`src/rtl/disk_host_arbiter_pkg.sv`:
```
// Shared encodings for the host-side disk_sr/disk_cr sector channel.
// Also used by the FDC core for its own disk_sr decode.
package disk_host_pkg;

    localparam int unsigned OP_W  = 2;
    localparam int unsigned CHS_W = 16;

    typedef enum logic [1:0] {
        OP_READ   = 2'd0,
        OP_WRITE  = 2'd1,
        OP_SEEK   = 2'd2,
        OP_NEXTID = 2'd3
    } op_t;

    localparam int unsigned SR_ACK     = 16;
    localparam int unsigned SR_RD0     = 17;
    localparam int unsigned SR_RD1     = 18;
    localparam int unsigned SR_WR0     = 20;
    localparam int unsigned SR_WR1     = 21;
    localparam int unsigned SR_NEXTID  = 22;
    localparam int unsigned SR_SEEK_LO = 24;

    localparam int unsigned CR_DONE = 4;
    localparam int unsigned CR_ERR  = 3;

    typedef enum logic [2:0] {
        S_IDLE,
        S_ISSUE,
        S_WAIT_DONE,
        S_ACK,
        S_WAIT_CLR
    } state_t;

    // Drops every level-type command bit; ack, next-id toggle and address survive.
    function automatic logic [31:0] sr_cmd_clear(input logic [31:0] sr);
        logic [31:0] r;
        r                    = sr;
        r[SR_RD0]            = 1'b0;
        r[SR_RD1]            = 1'b0;
        r[SR_WR0]            = 1'b0;
        r[SR_WR1]            = 1'b0;
        r[SR_SEEK_LO +: 2]   = 2'b00;
        return r;
    endfunction

endpackage

```
`src/rtl/disk_host_arbiter_if.sv`:
```
// Requester-side bundle of the host channel arbiter: two req/done ports packed side by side.
interface disk_host_arbiter_if;
    import disk_host_pkg::*;

    logic [1:0]         req;
    logic [2*OP_W-1:0]  op;
    logic [1:0]         drive;
    logic [2*CHS_W-1:0] chs;
    logic [1:0]         done;
    logic [1:0]         err;
    logic               tout;

    modport master (output req, op, drive, chs, input done, err, tout);
    modport slave  (input req, op, drive, chs, output done, err, tout);
endinterface

```
`src/rtl/disk_host_arbiter_rr_arbiter2.sv`:
```
// Two-way round-robin arbiter; the pointer remembers the last winner and
// only moves when the caller actually takes the grant.
module rr_arbiter2 (
    input  logic       clk,
    input  logic       rst_n,
    input  logic [1:0] req,
    input  logic       take,
    output logic       valid,
    output logic       gnt
);

    logic last;

    always_comb begin
        valid = |req;
        if (req == 2'b11) gnt = ~last;
        else              gnt = req[1];
    end

    always_ff @(posedge clk) begin
        if (!rst_n)             last <= 1'b1;
        else if (take && valid) last <= gnt;
    end

endmodule

```
`src/rtl/disk_host_arbiter.sv`:
```
// Shares the host disk_sr/disk_cr sector channel between two requesters:
// command issue, ack-of-ack handshake, round-robin grant and completion timeout.
module disk_host_arbiter
    import disk_host_pkg::*;
#(
    parameter int unsigned TIMEOUT_W  = 24,
    parameter int unsigned TIMEOUT_EN = 1
) (
    input  logic                  clk,
    input  logic                  rst_n,
    disk_host_arbiter_if.slave    rq,
    output logic                  busy,
    output logic                  grant_id,
    output logic [31:0]           host_sr,
    input  logic                  host_cr_done,
    input  logic                  host_cr_err
);

    localparam logic [TIMEOUT_W-1:0] T_LAST = ~TIMEOUT_W'(1);

    state_t               state;
    op_t                  op_q;
    logic                 drv_q;
    logic [CHS_W-1:0]     chs_q;
    logic [TIMEOUT_W-1:0] tcnt;
    logic [31:0]          sr_clr;
    logic                 arb_take;
    logic                 arb_valid;
    logic                 arb_id;

    assign sr_clr   = sr_cmd_clear(host_sr);
    // A stale host completion from the previous transaction blocks any new grant.
    assign arb_take = (state == S_IDLE) && !host_cr_done;

    rr_arbiter2 u_arb (
        .clk   (clk),
        .rst_n (rst_n),
        .req   (rq.req),
        .take  (arb_take),
        .valid (arb_valid),
        .gnt   (arb_id)
    );

    always_ff @(posedge clk) begin
        if (!rst_n) begin
            state    <= S_IDLE;
            op_q     <= OP_READ;
            drv_q    <= 1'b0;
            chs_q    <= '0;
            tcnt     <= '0;
            host_sr  <= '0;
            busy     <= 1'b0;
            grant_id <= 1'b0;
            rq.done  <= '0;
            rq.err   <= '0;
            rq.tout  <= 1'b0;
        end else begin
            rq.done <= '0;
            rq.err  <= '0;
            rq.tout <= 1'b0;
            unique case (state)
                S_IDLE: begin
                    if (arb_take && arb_valid) begin
                        grant_id <= arb_id;
                        op_q     <= op_t'(arb_id ? rq.op[3:2] : rq.op[1:0]);
                        drv_q    <= arb_id ? rq.drive[1] : rq.drive[0];
                        chs_q    <= arb_id ? rq.chs[31:16] : rq.chs[15:0];
                        busy     <= 1'b1;
                        state    <= S_ISSUE;
                    end
                end
                S_ISSUE: begin
                    host_sr <= {sr_clr[31:17], 1'b0, chs_q};
                    unique case (op_q)
                        OP_READ: begin
                            host_sr[SR_RD0] <= !drv_q;
                            host_sr[SR_RD1] <= drv_q;
                        end
                        OP_WRITE: begin
                            host_sr[SR_WR0] <= !drv_q;
                            host_sr[SR_WR1] <= drv_q;
                        end
                        OP_SEEK:   host_sr[SR_SEEK_LO +: 2] <= drv_q ? 2'b10 : 2'b01;
                        OP_NEXTID: host_sr[SR_NEXTID] <= ~host_sr[SR_NEXTID];
                        default:   ;
                    endcase
                    tcnt  <= '0;
                    state <= S_WAIT_DONE;
                end
                S_WAIT_DONE: begin
                    if (tcnt != '1) tcnt <= tcnt + 1'b1;
                    // Host completion takes priority over a coincident timeout.
                    if (host_cr_done) begin
                        host_sr           <= sr_clr;
                        host_sr[SR_ACK]   <= 1'b1;
                        rq.done[grant_id] <= 1'b1;
                        rq.err[grant_id]  <= host_cr_err;
                        state             <= S_ACK;
                    end else if (TIMEOUT_EN != 0 && tcnt == T_LAST) begin
                        host_sr           <= sr_clr;
                        rq.done[grant_id] <= 1'b1;
                        rq.err[grant_id]  <= 1'b1;
                        rq.tout           <= 1'b1;
                        state             <= S_WAIT_CLR;
                    end
                end
                S_ACK: state <= S_WAIT_CLR;
                S_WAIT_CLR: begin
                    if (!host_cr_done) begin
                        host_sr[SR_ACK] <= 1'b0;
                        busy            <= 1'b0;
                        state           <= S_IDLE;
                    end
                end
                default: state <= S_IDLE;
            endcase
        end
    end

endmodule

```
`src/flat_wrapper.sv`:
```
// flat-port wrapper written by rule: the top's interface ports become plain ports
module disk_host_arbiter_flat import disk_host_pkg::*;
#(
    parameter int unsigned TIMEOUT_W  = 24,
    parameter int unsigned TIMEOUT_EN = 1
)
  (clk, rst_n, busy, grant_id, host_sr, host_cr_done, host_cr_err, rq_req, rq_op, rq_drive, rq_chs, rq_done, rq_err, rq_tout);
  disk_host_arbiter_if rq_i ();
  input  logic clk;
  input  logic rst_n;
  output logic busy;
  output logic grant_id;
  output logic [31:0] host_sr;
  input  logic host_cr_done;
  input  logic host_cr_err;
  input wire logic [$bits(rq_i.req)-1:0] rq_req;
  input wire logic [$bits(rq_i.op)-1:0] rq_op;
  input wire logic [$bits(rq_i.drive)-1:0] rq_drive;
  input wire logic [$bits(rq_i.chs)-1:0] rq_chs;
  output wire logic [$bits(rq_i.done)-1:0] rq_done;
  output wire logic [$bits(rq_i.err)-1:0] rq_err;
  output wire logic [$bits(rq_i.tout)-1:0] rq_tout;
  assign rq_i.req = rq_req;
  assign rq_i.op = rq_op;
  assign rq_i.drive = rq_drive;
  assign rq_i.chs = rq_chs;
  assign rq_done = rq_i.done;
  assign rq_err = rq_i.err;
  assign rq_tout = rq_i.tout;
  disk_host_arbiter #(.TIMEOUT_W(TIMEOUT_W), .TIMEOUT_EN(TIMEOUT_EN)) u_core (.clk(clk), .rst_n(rst_n), .rq(rq_i), .busy(busy), .grant_id(grant_id), .host_sr(host_sr), .host_cr_done(host_cr_done), .host_cr_err(host_cr_err));
endmodule
```
`config.mk`:
```
export PLATFORM = sky130hd
export DESIGN_NAME = disk_host_arbiter_flat
export DESIGN_NICKNAME = d
export VERILOG_FILES = /design/src/rtl/disk_host_arbiter_pkg.sv /design/src/rtl/disk_host_arbiter_if.sv /design/src/rtl/disk_host_arbiter_rr_arbiter2.sv /design/src/rtl/disk_host_arbiter.sv /design/src/flat_wrapper.sv
export SDC_FILE = /design/constraint.sdc
export NUM_CORES = 1
export LEC_CHECK = 0
export BUFFER_PORTS_ARGS = -buffer_cell sky130_fd_sc_hd__buf_2
export CORE_MARGIN = 2
export CORE_UTILIZATION = 45
export CTS_BUF_LIST = sky130_fd_sc_hd__clkbuf_8 sky130_fd_sc_hd__clkbuf_16
export CTS_CLUSTER_SIZE = 25
export DETAILED_ROUTE_END_ITERATION = 7
export MAX_ROUTING_LAYER = met4
export PLACE_DENSITY_LB_ADDON = 0.12
export SETUP_SLACK_MARGIN = 0.02
export SLEW_MARGIN = 5
export SYNTH_ARGS = -nofsm -noshare
export SYNTH_HDL_FRONTEND = slang
export SYNTH_HIERARCHICAL = 1
export SYNTH_SLANG_ARGS = --single-unit
```
`constraint.sdc`:
```
create_clock -name clk -period 1.67 [get_ports clk]
set_input_delay 0.0835 -clock clk [delete_from_list [all_inputs] [get_ports clk]]
set_output_delay 0.0835 -clock clk [all_outputs]
set_load 0.005 [all_outputs]
```
After elaboration in Yosys (flattened, before gate mapping). Index checks and enable logic that the tools add are counted.

$add $sub $neg: 1. Reduce and logical (&&, ||, !) cells: 21. Order comparisons: 2. Bitwise operators: 5. Equal/unequal tests: 15. Multiplexer cells: 30.

Operator list (count): two-way mux 26 bit (2); one-hot mux 24 bit (2 select lines) (1); one-hot mux 16 bit (2 select lines) (1); adder 24 x 1 -> 24 bit, second input constant (1); equality test 24 bit, second input constant (1); two-way mux 24 bit (1); inequality test 24 bit, second input constant (1); one-hot mux 9 bit (2 select lines) (1); two-way mux 16 bit (1); two-way mux 2 bit (8); one-hot mux 3 bit (5 select lines) (1); two-way mux 3 bit (4); AND reduction 3 bit (4); AND reduction 2 bit (5); two-way mux 1 bit (7); equality test 2 bit, second input constant (3); equality test 3 x 2 -> 1 bit, second input constant (2); inequality test 2 bit, second input constant (3); NOT 1 bit (4); nonzero test 2 bit (2); equality test 3 x 1 -> 1 bit, second input constant (1); equality test 3 bit, second input constant (1); logical AND 1 bit (3); logical NOT 3 bit (1); other kinds (14) (15).

Input bits: 44. Bits in registers: 78.

Logic depth before layout (Yosys ltp). Gate-level depths: netlist of the first run.

Depth after elaboration: 6. Gate-level depth with buffers: 7. Mapped depth without buffers: 6.

Hierarchy. Netlist of the first run, hierarchy kept.

By module, submodules not included: disk_host_arbiter (times used 1, sequential area each 1541.5 um^2, cells each 405, area each 3552.2 um^2); rr_arbiter2 (times used 1, sequential area each 20.0 um^2, cells each 6, area each 53.8 um^2).

Least setup slack after synthesis of the first run. Ideal clock, no wire load.

Path type: register -> register. Start point: register u_core.tcnt[2]. End point: register u_core.host_sr[17]. Data arrival time: 1663 ps. Stages on the path, launching flop included: 6. Required time: 1553 ps. Setup time: 117 ps. Path slack: -110 ps. Path buffers: 0. Path through: dfxtp_1 > nand4_2 > nor4_4 > a31oi_4 > o21a_4 > a22o_2.

Word-level cells in the longest chain between the ends: 3.

Ends and longest elaborated chain: start, declared (line disk_host_arbiter.sv:25) `logic [TIMEOUT_W-1:0] tcnt;`; start signal, assigned (line disk_host_arbiter.sv:91) `if (tcnt != '1) tcnt <= tcnt + 1'b1;`; equality test 24 bit (line disk_host_arbiter.sv:99) `end else if (TIMEOUT_EN != 0 && tcnt == T_LAST) begin`; inequality test 3 x 2 -> 1 bit (no line); AND reduction 2 bit (no line); end signal, assigned by index (line disk_host_arbiter.sv:84) `OP_NEXTID: host_sr[SR_NEXTID] <= ~host_sr[SR_NEXTID];`; end signal, assigned (line disk_host_arbiter.sv:94) `host_sr <= sr_clr;`; end signal, assigned (line disk_host_arbiter.sv:100) `host_sr <= sr_clr;`; end, declared (line disk_host_arbiter.sv:14) `output logic [31:0] host_sr,`.

No other way between the ends. A chain may end at the register's enable or synchronous reset.

Final worst setup path of the first run.
Start point: register u_core.tcnt[15]. End point: register u_core.tcnt[21].

Word-level cells in the longest chain between the ends: 3.

Ends and longest elaborated chain (line): adder 24 x 1 -> 24 bit / inequality test 24 bit (equally long branches) (disk_host_arbiter.sv:91); two-way mux 24 bit / inequality test 2 x 1 -> 1 bit (equally long branches); one-hot mux 24 bit (2 select lines) / AND reduction 2 bit (equally long branches).

Several ways; a longest one is shown, not always the timed one. The select of a mux whose other input is x is not followed.

==> results by group, run 1 <==
Die
  • Die Ht: 93.5 um
  • Die footprint: 8750 um^2
  • Placeable Area: 7730 um^2
  • I/O pins: 83
  • Chip width: 93.5 um
  • Floorplan row count: 32
  • Starting density of the core: 46.7%

STA
  • Slew Viols, Final: 0
  • Min cycle time layout: 1.81 ns
  • Skew final: 0.0122 ns
  • Final setup margin: -0.139 ns
  • Setup-failing EPs final: 34
  • Slew @ Worst Pin: 0.566 ns
  • Maximum clock rate: 553 MHz
  • RSZ-0062 raised after global routing: yes
  • Endpoints failing hold: 0
  • Part of the cycle the worst path needs: 108%
  • Max transition margin: 62.3%

Setup path
  • Required time worst endpoint: 1.96 ns
  • CP cell instances: nand3_1 -> buf_4 -> nor3_1 -> buf_4 -> o2111ai_4 -> or3_4 -> a21oi_2
  • CP Launch Point: u_core/tcnt[15]$_SDFFE_PN0P_
  • CP startpoint kind: flop
  • Worst r2r src: u_core/tcnt[15]$_SDFFE_PN0P_
  • Top delay family on crit path: simple AND/OR/NAND/NOR gates
  • CP max-delay cell: or3_4
  • Most used cell, CP: buf_4
  • Worst R2R Setup Slack: -0.14 ns
  • Buf+Inv Stages, Crit Path: 2
  • WP data arrival: 2.10 ns
  • CP endpoint kind: flop
  • Critical path class: reg -> reg
  • CP peak stage delay: 0.42 ns
  • Critical Path Fanout Max: 6

GRT
  • Largest net degree at the start of global routing: 43
  • Gr ovfl total: 0
  • Antenna violations before repair: 0
  • GRT Overall Usage: 21.2%
  • Vias in the first global route: 3166
  • First-pass GRT wire length: 14500 um

Logic synthesis
  • Ys flop type: dfxtp_1
  • Synthesized flop and latch total: 78
  • Area leader, netlist: dfxtp_1
  • Post-synth EDFFs: 0
  • Asr flop ratio synth: 0%
  • Mapped Area: 3610 um^2
  • Ranking of synthesized cells by area: dfxtp_1, nand2_1, mux2i_1
  • Warnings, synthesis: 6
  • Post-Syn Instances: 411
  • Syn avg cell area: 8.77 um^2
  • Yosys top cell area share: 43.3%
  • Sequential area share after synthesis: 43.3%
  • Post-synth cell types: 59

Outcome
  • Status: finished with violations
  • Failing checks: negative setup slack

Layout
  • Most frequent cells in the layout: buf_2, buf_4, dfxtp_1
  • Commonest non-fill, non-tap cell in the layout: buf_2
  • Final Util: 69.8%
  • Layout cells sized above 1: 49.2%
  • Number of diodes: 0
  • Synthesis-to-layout area growth: 49.6%
  • NumNets Final: 608

Drt
  • Mean number of vias per cell: 5.48
  • DRT antenna net count: 0
  • Routed wire length: 10500 um
  • Vias: 3667
  • Routed len/inst: 15.7 um
  • Drt pass-1 iters: 4
  • DRT iter0 DRCs: 138
  • Remaining DRCs: 0

Power and ir drop
  • VDD IR max: 0.000521 V
  • Sequential share of power: 48.2%
  • Clock share of power: 33.6%
  • Power share of the combinational group: 18.2%
  • Cell area power density: 762 nW/um^2
  • Internal Pwr Total: 2.90 mW
  • Sw Ratio: 29.5%
  • Total Power: 4.11 mW
  • Lkg Pwr: 2.17 nW
  • Switching Power: 1.21 mW

Run
  • Max-cap violations: 0

Placed design
  • Final HPWL DP: 6330 um
  • Placer Congestion: 0.851
  • PortBufs: 74

Clocking
  • CTS Buffer Depth: 2
  • CTS buffer count: 9
  • Clock Sinks: 78
  • Clk slew on worst S/H paths: 0.10 ns
  • Root Driver: clkbuf_8
  • H-tree Lvls: 3
  • Worst skew pair latency: 0.36 ns
  • CTS tree: done

Min path
  • Hold_sp: rq_req[1]
  • Hold Path Class: in -> reg
## power by group through the flow
stage	logic, mW	registers (mW)	clock network (mW)
floorplan	0.312	2.02	0
global placement	0.502	2.02	0
detailed placement	0.511	2.03	0
CTS	0.530	1.99	1.40
global route	0.803	1.99	1.51
finish	0.746	1.98	1.38
## stage by stage
step | instances | area, um^2 | setup WS [ns] | hold slack (ns) | TNS (ns)
6_report | 669 | 5400 | -0.139 | 0.0392 | -2.24
5_1_grt | 669 | 5400 | -0.216 | 0.0346 | -4.54
4_1_cts | 650 | 4830 | -0.0794 | 0.00851 | -0.640
3_5_place_dp | 631 | 4530 | -0.144 | 0.370 | -2.10
3_3_place_gp | 631 | 4530 | -0.0970 | 0.370 | -1.31
2_1_floorplan | 418 | 3670 | -0.0270 | 0.143 | -0.125
## area by class of cell
type / count / area, um^2
Clock buffer: 10 / 138
Clock inverter: 6 / 51.3
Fill cell: 594 / 2330
Inverter: 8 / 30.0
Multi-Input combinational cell: 302 / 2260
Sequential cell: 78 / 1600
Tap cell: 102 / 128
Timing Repair Buffer: 163 / 1190
## timing repair
action                                 in CTS  in global routing
pin swaps                                   6                 40
gates resized for setup                    26                 71
hold buffers                                2                  0
endpoints found under the hold margin       2                  0
gates cloned                                0                  7
buffers inserted                            1                 12
setup endpoints to repair                  47                 50
## worst register-to-register path: cells and delay by family, from the launching register on
| kind | cells | cell delay (ns) |
|---|---|---|
| AOI/OAI and AO/OA | 2 | 0.27 |
| and+or+nand+nor | 3 | 0.75 |
| buffers and inverters | 2 | 0.35 |
| DFF | 1 | 0.38 |
## registers in the layout (all words and copies together) (netlist names)
signal             cells
u_core/rq.err          2
u_core/rq.tout         1
u_core/tcnt           24
u_core/chs_q          16
u_core/host_sr        24
u_core/rq.done         2
u_core/op_q            2
u_core/drv_q           1
u_core/state           3
u_core/busy            1
u_core/u_arb/last      1
u_core/grant_id        1
## metal layers
layer  vias up  track usage (%)  wire [um]
met5         -                -          0
met4         0             5.64        272
met3        27             4.67        416
met2       101             34.4       5270
met1      1760             27.0       4550
li1       1779                -          -
## logic make-up (layout without fill, tap and decap cells)
logic type / Yosys count / count (layout) / synth area share [%]
compound gates: 99 / 99 / 18.6
xor+xnor: 7 / 7 / 1.70
flops: 78 / 78 / 43.3
other cells: 1 / 8 / 0.104
buf+inv: 38 / 187 / 5.69
mux: 21 / 21 / 5.83
simple gates: 165 / 165 / 24.0
fa+ha+maj: 2 / 2 / 0.694
## path summary, 6_finish.rpt
kind	cells after the start	end
min	3	u_core/u_arb/last$_SDFFE_PN1P_
max reg2reg	7	u_core/tcnt[21]$_SDFFE_PN0P_
max	7	u_core/tcnt[21]$_SDFFE_PN0P_
min reg2reg	2	u_core/host_sr[3]$_SDFFE_PN0P_
## synth_stat cells, types with 5 or more instances
cell type  instances
inv_1              7
or3_1              9
xnor2_1            6
a211oi_1          23
o21ai_0           11
mux2i_1           21
nor2_1            36
clkbuf_1          12
a21oi_1           35
or4_1              5
buf_4             10
nand2_1           57
nand3_1            9
nor3b_1            6
nor3_1            12
dfxtp_1           78
Power figures use the tool's default switching activity.
==> inputs of run 2 (changes only) <==
- CORE_ASPECT_RATIO: not set -> 0.7
- PLACE_DENSITY: not set -> 0.81
- PLACE_DENSITY_LB_ADDON: 0.12 -> not set
==> run 2 against run 1 <==
Effect of this change:
- the flow finishes with violations (design-rule violations, negative setup slack)
- worst hold slack better by 0.00059 ns
- first-iteration DRC count grew to 3.0 times the previous value
- global-route usage is 3.0 points higher
- utilization is 3.3 points higher
- total power is 21% higher
- critical endpoint unchanged
- largest cell class unchanged
- worst setup slack worse by 0.073 ns
- fmax is 3.9% lower
- sequential power hardly changed
- critical path type unchanged
- clock skew is 0.0065 ns lower
- flip-flop and latch count stayed put
- final cell count is 0.60% higher
==> results by group, run 2 (synthesized netlist as in run 1, its figures left out) <==
Layout
  • Layout cells sized above 1: 51.2% (+2.0 points)
  • Number of diodes: 0 (unchanged)
  • Commonest non-fill, non-tap cell in the layout: buf_2
  • Finished Cell Area: 5710 um^2 (+5.8%)
  • Most frequent cells in the layout: buf_2, buf_4, dfxtp_1
  • NumNets Final: 613 (+0.82%)
  • Synthesis-to-layout area growth: 58.3%
  • Finished Layout Cells: 673 (+0.60%)
  • Top Registers: u_core/host_sr x24, u_core/tcnt x24, u_core/chs_q x16

Setup path
  • Critical Path Fanout Max: 5 (-1)
  • Worst R2R Setup Slack: -0.21 ns (-0.07 ns)
  • WP depth: 8 (+1)
  • CP endpoint kind: flop
  • Worst r2r src: u_core/tcnt[15]$_SDFFE_PN0P_
  • WP data arrival: 2.10 ns (about the same)
  • Reg2reg end: u_core/tcnt[21]$_SDFFE_PN0P_
  • Most used cell, CP: buf_4
  • CP peak stage delay: 0.38 ns (-0.04 ns)
  • R2r worst-path depth: 8 (+1)
  • Top delay family on crit path: buffers and inverters
  • CP max-delay cell: dfxtp_2
  • Required time worst endpoint: 1.89 ns (-0.07 ns)
  • Buf+Inv Stages, Crit Path: 3 (+1)
  • CP cell instances: nand3_1 -> buf_4 -> nor3_1 -> buf_4 -> o2111ai_2 -> buf_4 -> o21ai_0 -> a21oi_1
  • Critical path class: reg -> reg
  • CP startpoint kind: flop

Placed design
  • PortBufs: 74 (unchanged)
  • Final HPWL DP: 7000 um (+11%)
  • Post-DP Area: 4510 um^2 (-0.52%)
  • Placer Congestion: 0.903 (+6.1%)
  • Inst Count DP: 627 (-0.63%)

GRT
  • GRT Overall Usage: 24.2% (+3.0 points)
  • Met1 Track Usage GR: 28.8% (+1.8 points)
  • GR Util met2: 41.0% (+6.6 points)
  • Vias in the first global route: 3586 (+13%)
  • Largest net degree at the start of global routing: 43 (unchanged)
  • First-pass GRT wire length: 16700 um (+15%)
  • Met3 usage: 6.03% (+1.4 points)
  • Gr ovfl total: 0 (unchanged)
  • GR peak layer: met2
  • Antenna violations before repair: 0 (unchanged)

Die
  • Placeable Area: 7800 um^2 (+0.99%)
  • I/O pins: 83 (unchanged)
  • Starting density of the core: 46.2% (-0.46 points)
  • Die Ht: 78.9 um (-16%)
  • Floorplan row count: 27 (-16%)
  • Die footprint: 8760 um^2 (+0.13%)
  • Chip width: 111 um (+19%)

Power and ir drop
  • Clock share of power: 43.1% (+9.5 points)
  • VDD IR max: 0.000574 V (+10%)
  • Sequential share of power: 40.2% (-8.0 points)
  • Power share of the combinational group: 16.7% (-1.5 points)
  • Cell area power density: 871 nW/um^2 (+14%)
  • Sw Ratio: 26.8% (-2.7 points)
  • Switching Power: 1.33 mW (+9.9%)
  • Lkg Pwr: 2.32 nW (+6.8%)
  • Total Power: 4.97 mW (+21%)
  • Internal Pwr Total: 3.64 mW (+26%)

Outcome
  • Status: finished with violations
  • Failing checks: design-rule violations, negative setup slack

Min path
  • Worst hold path depth: 2 (-1)
  • Hold Path End: u_core/u_arb/last$_SDFFE_PN1P_
  • Hold_sp: rst_n
  • Hold Path Class: in -> reg

Drt
  • Mean number of vias per cell: 6.13 (+12%)
  • DRT antenna net count: 0 (unchanged)
  • Drt pass-1 iters: 8 (+4)
  • Routed wire length: 14200 um (+35%)
  • DRT iter0 DRCs: 412 (+200%)
  • Remaining DRCs: 4 (+4)
  • Vias: 4126 (+13%)
  • Routed len/inst: 21.1 um (+34%)

STA
  • Maximum clock rate: 531 MHz (-3.9%)
  • Slew @ Worst Pin: 0.540 ns (-0.0262 ns)
  • Max transition margin: 64.0% (+1.7 points)
  • Skew final: 0.00568 ns (-0.00650 ns)
  • Endpoints failing hold: 0 (unchanged)
  • Final setup margin: -0.212 ns (-0.0730 ns)
  • Setup-failing EPs final: 52 (+53%)
  • WHS: 0.0398 ns (+0.000585 ns)
  • Min cycle time layout: 1.88 ns (+0.0730 ns)
  • Slew Viols, Final: 0 (unchanged)
  • RSZ-0062 raised after global routing: yes
  • Part of the cycle the worst path needs: 113% (+4.4 points)

Clocking
  • CTS buffer count: 9 (unchanged)
  • CTS tree: done
  • Clock Sinks: 78 (unchanged)
  • Clk slew on worst S/H paths: 0.06 ns (-0.04 ns)
  • Root Driver: clkbuf_16
  • H-tree Lvls: 3 (unchanged)
  • CTS Buffer Depth: 2 (unchanged)
  • Worst skew pair latency: 0.35 ns (about the same)

Run
  • Max-cap violations: 0 (unchanged)
-- run 2: metal layers --
metal  wire length, um  vias up
li1                  -     1790
met1              5140     1968
met2              7100      298
met3              1310       70
met4               620        0
met5                 0        -
-- run 2: power groups by stage --
stage / Clock (mW) / Combinational [mW] / Sequential (mW)
floorplan: 0 / 0.312 / 2.02
global placement: 0 / 0.501 / 2.02
detailed placement: 0 / 0.520 / 2.03
CTS: 2.12 / 0.569 / 1.99
global route: 2.23 / 0.863 / 2.01
finish: 2.15 / 0.829 / 2.00
-- run 2: cell type report --
cell class	instances	area, um^2
repair buffers	168	1290
flip-flops and latches	78	1590
clock inverters	7	96.3
multi-input cells	302	2350
well taps	101	126
clock buffers	9	225
inverters	8	30.0
fillers	473	2090
-- run 2: how the worst max path moves through the flow --
stage | from | end | slack [ns]
floorplan | u_core/state[2]$_SDFFE_PN0P_ | u_core/tcnt[21]$_SDFFE_PN0P_ | -0.03
global placement | u_core/state[0]$_SDFFE_PN0P_ | u_core/tcnt[13]$_SDFFE_PN0P_ | -0.09
detailed placement | u_core/state[0]$_SDFFE_PN0P_ | u_core/tcnt[15]$_SDFFE_PN0P_ | -0.16
CTS | u_core/state[1]$_SDFFE_PN0P_ | u_core/tcnt[20]$_SDFFE_PN0P_ | -0.07
global route | u_core/tcnt[16]$_SDFFE_PN0P_ | u_core/tcnt[21]$_SDFFE_PN0P_ | -0.25
finish | u_core/tcnt[15]$_SDFFE_PN0P_ | u_core/tcnt[21]$_SDFFE_PN0P_ | -0.21
-- run 2: through the flow --
step | util (%) | setup slack [ns] | setup TNS [ns]
6_report | 73.2 | -0.212 | -4.59
5_1_grt | 73.2 | -0.251 | -7.41
4_1_cts | 65.6 | -0.0744 | -0.590
3_5_place_dp | 57.8 | -0.159 | -1.94
3_3_place_gp | 57.8 | -0.0928 | -0.746
2_1_floorplan | - | -0.0270 | -0.125
-- run 2: what timing repair did --
| action | CTS | global route |
|---|---|---|
| hold endpoints to repair | 1 | 0 |
| gates resized for setup | 45 | 82 |
| gates cloned | 0 | 6 |
| setup buffers | 12 | 12 |
| hold buffers | 1 | 0 |
| endpoints found under the setup margin | 34 | 59 |
| pin swaps | 24 | 40 |
-- run 2: worst reg2reg max path, delay by kind of cell, from the launching register on --
family,cells,cell delay (ns)
buf+inv,3,0.57
compound gates,3,0.43
flops,1,0.38
simple gates,2,0.38
==> inputs of run 3 (changes only) <==
- ABC_AREA: not set -> 1
- CTS_BUF_LIST: sky130_fd_sc_hd__clkbuf_8 sky130_fd_sc_hd__clkbuf_16 -> not set
==> run 3 against run 2 <==
Effect of this change:
- the flow now finishes without violations
- final area is 16% lower
- critical endpoint is now u_core/tcnt[13]$_SDFFE_PN0P_
- sequential share of layout area is 4.9 points higher
- largest power group is now registers
- flip-flop and latch count stayed put
==> results by group, run 3 <==
Outcome
  • Status: complete, no violations

Logic synthesis
  • Most frequent cells after synthesis: nand2_1, dfxtp_1, a21oi_1, nor2_1, inv_1
  • Synthesized flop and latch total: 78 (unchanged)
  • Area leader, netlist: dfxtp_1
  • Sequential area share after synthesis: 41.9% (-1.4 points)
  • Post-synth EDFFs: 0 (unchanged)
  • Mapped Area: 3730 um^2 (+3.4%)
  • Syn avg cell area: 7.27 um^2 (-17%)
  • Yosys top cell area share: 41.9% (-1.4 points)
  • Warnings, synthesis: 6 (unchanged)
  • Ys flop type: dfxtp_1
  • Asr flop ratio synth: 0% (unchanged)
  • Post-synth cell types: 37 (-37%)
  • Post-Syn Instances: 513 (+25%)
  • Most frequent cell after synthesis: nand2_1
  • Ranking of synthesized cells by area: dfxtp_1, nand2_1, a21oi_1

Setup path
  • CP startpoint kind: flop
  • CP peak stage delay: 0.35 ns (-0.03 ns)
  • Buf+Inv Stages, Crit Path: 2 (-1)
  • CP cell instances: ha_2 -> inv_2 -> nor2_8 -> nand2_4 -> nor2_4 -> nand2_1 -> nand2_4 -> buf_4 -> nand2_4 -> nand2_1 -> nand2_1 -> nand2_1 -> nor2_1
  • Critical Path Fanout Max: 6 (+1)
  • Most used cell, CP: nand2_1
  • Critical path class: reg -> reg
  • Top delay family on crit path: simple AND/OR/NAND/NOR gates
  • WP data arrival: 1.90 ns (-0.20 ns)
  • Worst R2R Setup Slack: 0.004 ns (+0.22 ns)
  • CP max-delay cell: dfxtp_2
  • Reg2reg end: u_core/tcnt[13]$_SDFFE_PN0P_
  • R2r worst-path depth: 13 (+5)
  • Required time worst endpoint: 1.90 ns (about the same)
  • CP endpoint kind: flop
  • Worst r2r src: u_core/tcnt[0]$_SDFFE_PN0P_

Die
  • Die footprint: 9040 um^2 (+3.2%)
  • Starting density of the core: 47.0% (+0.74 points)
  • Die Ht: 80.1 um (+1.6%)
  • I/O pins: 83 (unchanged)
  • Floorplan row count: 27 (unchanged)
  • Placeable Area: 7940 um^2 (+1.7%)
  • Chip width: 113 um (+1.6%)

Drt
  • Metal2 WL: 4600 um (-35%)
  • Mean number of vias per cell: 5.23 (-15%)
  • Met3 wire length: 898 um (-32%)
  • Vias: 3734 (-9.5%)
  • DRT iter0 DRCs: 352 (-15%)
  • Remaining DRCs: 0 (-4)
  • Top Metal Used: met4
  • M1 wire length: 4730 um (-8.0%)
  • Routed wire length: 10400 um (-27%)
  • DRT antenna net count: 0 (unchanged)
  • Drt pass-1 iters: 5 (-3)
  • Routed len/inst: 14.5 um (-31%)

STA
  • RSZ-0062 raised after global routing: yes
  • Maximum clock rate: 600 MHz (+13%)
  • Skew final: 0.00582 ns (+0.000146 ns)
  • Endpoints failing hold: 0 (unchanged)
  • WHS: 0.0305 ns (-0.00927 ns)
  • Part of the cycle the worst path needs: 99.7% (-13 points)
  • Max transition margin: 62.0% (-2.0 points)
  • Slew Viols, Final: 0 (unchanged)
  • Final setup margin: 0.00431 ns (+0.217 ns)
  • Slew @ Worst Pin: 0.569 ns (+0.0288 ns)
  • Setup-failing EPs final: 0 (-100%)
  • Min cycle time layout: 1.67 ns (-0.217 ns)

Min path
  • Hold Path End: u_core/chs_q[3]$_SDFFE_PN0P_
  • Hold Path Class: in -> reg
  • Hold_sp: rq_chs[3]
  • Worst hold path depth: 3 (+1)

Clocking
  • Hold-fix buffers, CTS: 0 (-1)
  • Root Driver: clkbuf_16
  • Worst skew pair latency: 0.34 ns (about the same)
  • CTS tree: done
  • CTS Buffer Depth: 2 (unchanged)
  • Clock Sinks: 78 (unchanged)
  • CTS buffer count: 9 (unchanged)
  • Clk slew on worst S/H paths: 0.05 ns (about the same)
  • H-tree Lvls: 3 (unchanged)

Power and ir drop
  • Clock share of power: 31.9% (-11 points)
  • Sw Ratio: 34.1% (+7.3 points)
  • Internal Pwr Total: 4.08 mW (+12%)
  • Power share of the combinational group: 30.7% (+14 points)
  • Sequential share of power: 37.4% (-2.8 points)
  • Switching Power: 2.12 mW (+59%)
  • VDD IR max: 0.000909 V (+58%)
  • Lkg Pwr: 2.06 nW (-11%)
  • Cell area power density: 1300 nW/um^2 (+49%)
  • Total Power: 6.20 mW (+25%)

Layout
  • Top Registers: u_core/host_sr x24, u_core/tcnt x24, u_core/chs_q x16
  • Most frequent cells in the layout: nand2_1, buf_2, dfxtp_1
  • NumNets Final: 654 (+6.7%)
  • Number of diodes: 0 (unchanged)
  • Commonest non-fill, non-tap cell in the layout: nand2_1
  • Layout cells sized above 1: 27.1% (-24 points)
  • Synthesis-to-layout area growth: 28.3%

Placed design
  • Placer Congestion: 0.946 (+4.7%)
  • Pre-CTS setup slack: -0.0111 ns (+0.148 ns)
  • Final HPWL DP: 7340 um (+4.7%)
  • PortBufs: 74 (unchanged)

GRT
  • Vias in the first global route: 3410 (-4.9%)
  • Gr ovfl total: 0 (unchanged)
  • GRT Overall Usage: 23.4% (-0.85 points)
  • Antenna violations before repair: 0 (unchanged)
  • First-pass GRT wire length: 16100 um (-3.6%)
  • Largest net degree at the start of global routing: 39 (-9.3%)

Run
  • Max-cap violations: 0 (unchanged)
run 3: cell types whose count changed after synthesis, sizes merged, moves of 11 or more:
cell	previous run	this run
o21ai	14	26
inv	7	35
a21oi	35	61
or3	11	0
nor2	36	61
a211oi	23	1
nand3	9	25
nand2	57	132
run 3: per-layer routing:
metal  up-vias  track usage (%)
li1       1853                -
met1      1720             30.4
met2       145             34.9
met3        16             7.47
met4         0             7.44
met5         -                -
run 3: kinds of logic after synthesis:
kind of cell	after synthesis	share of synthesized area (%)
compound gates	92	12.9
xor+xnor	6	1.41
fa+ha+maj	2	0.671
buf+inv	68	8.32
flops	78	41.9
mux	19	5.10
other cells	1	0.101
simple gates	247	29.6
run 3: metrics by stage:
stage / instances / instance area, um^2 / util (%) / TNS (ns)
after floorplan: 520 / 3760 / - / 0
after global placement: 694 / 4330 / 54.5 / 0
after detailed placement: 694 / 4330 / 54.5 / -0.0245
after CTS: 710 / 4650 / 58.5 / 0
after global routing: 714 / 4780 / 60.3 / -0.515
final: 714 / 4780 / 60.3 / 0
run 3: worst max path at each step:
stage          cells past startpoint                          from  slack [ns]                              end
3_5_place_dp                      11   u_core/tcnt[0]$_SDFFE_PN0P_       -0.01     u_core/tcnt[23]$_SDFFE_PN0P_
3_3_place_gp                      11   u_core/tcnt[0]$_SDFFE_PN0P_        0.04     u_core/tcnt[11]$_SDFFE_PN0P_
5_1_grt                           11   u_core/tcnt[1]$_SDFFE_PN0P_       -0.06  u_core/host_sr[20]$_SDFFE_PN0P_
6_report                          13   u_core/tcnt[0]$_SDFFE_PN0P_       0.004     u_core/tcnt[13]$_SDFFE_PN0P_
4_1_cts                           10  u_core/tcnt[22]$_SDFFE_PN0P_        0.01     u_core/tcnt[15]$_SDFFE_PN0P_
2_1_floorplan                     11   u_core/tcnt[1]$_SDFFE_PN0P_        0.04      u_core/tcnt[2]$_SDFFE_PN0P_
run 3: cell type report:
cell class / instances / area (um^2)
clock buffer: 13 / 260
clock inverter: 3 / 42.5
fill: 682 / 3160
inverter: 37 / 141
multi-input combinational: 376 / 2010
sequential: 78 / 1570
tap: 101 / 126
timing repair buffer: 106 / 634
run 3: worst reg2reg max path: stages (launching register included):
cell     delay, ns
dfxtp_2       0.35
ha_2          0.20
inv_2         0.06
nor2_8        0.12
nand2_4       0.07
nor2_4        0.12
nand2_1       0.10
nand2_4       0.11
buf_4         0.13
nand2_4       0.07
nand2_1       0.09
nand2_1       0.05
nand2_1       0.05
nor2_1        0.04
run 3: power by group through the flow:
stage	clock (mW)	combinational, mW	sequential (mW)
2_1_floorplan	0	1.19	2.30
3_5_place_dp	0	1.67	2.34
3_3_place_gp	0	1.61	2.33
6_report	1.98	1.91	2.32
5_1_grt	2.12	2.11	2.35
4_1_cts	2.01	1.71	2.31
run 3: repair_timing:
| action | in CTS | in global routing |
|---|---|---|
| pin swaps | 0 | 2 |
| endpoints found under the setup margin | 20 | 54 |
| buffers inserted | 0 | 2 |
| gates resized for setup | 5 | 28 |
| cloned | 0 | 2 |
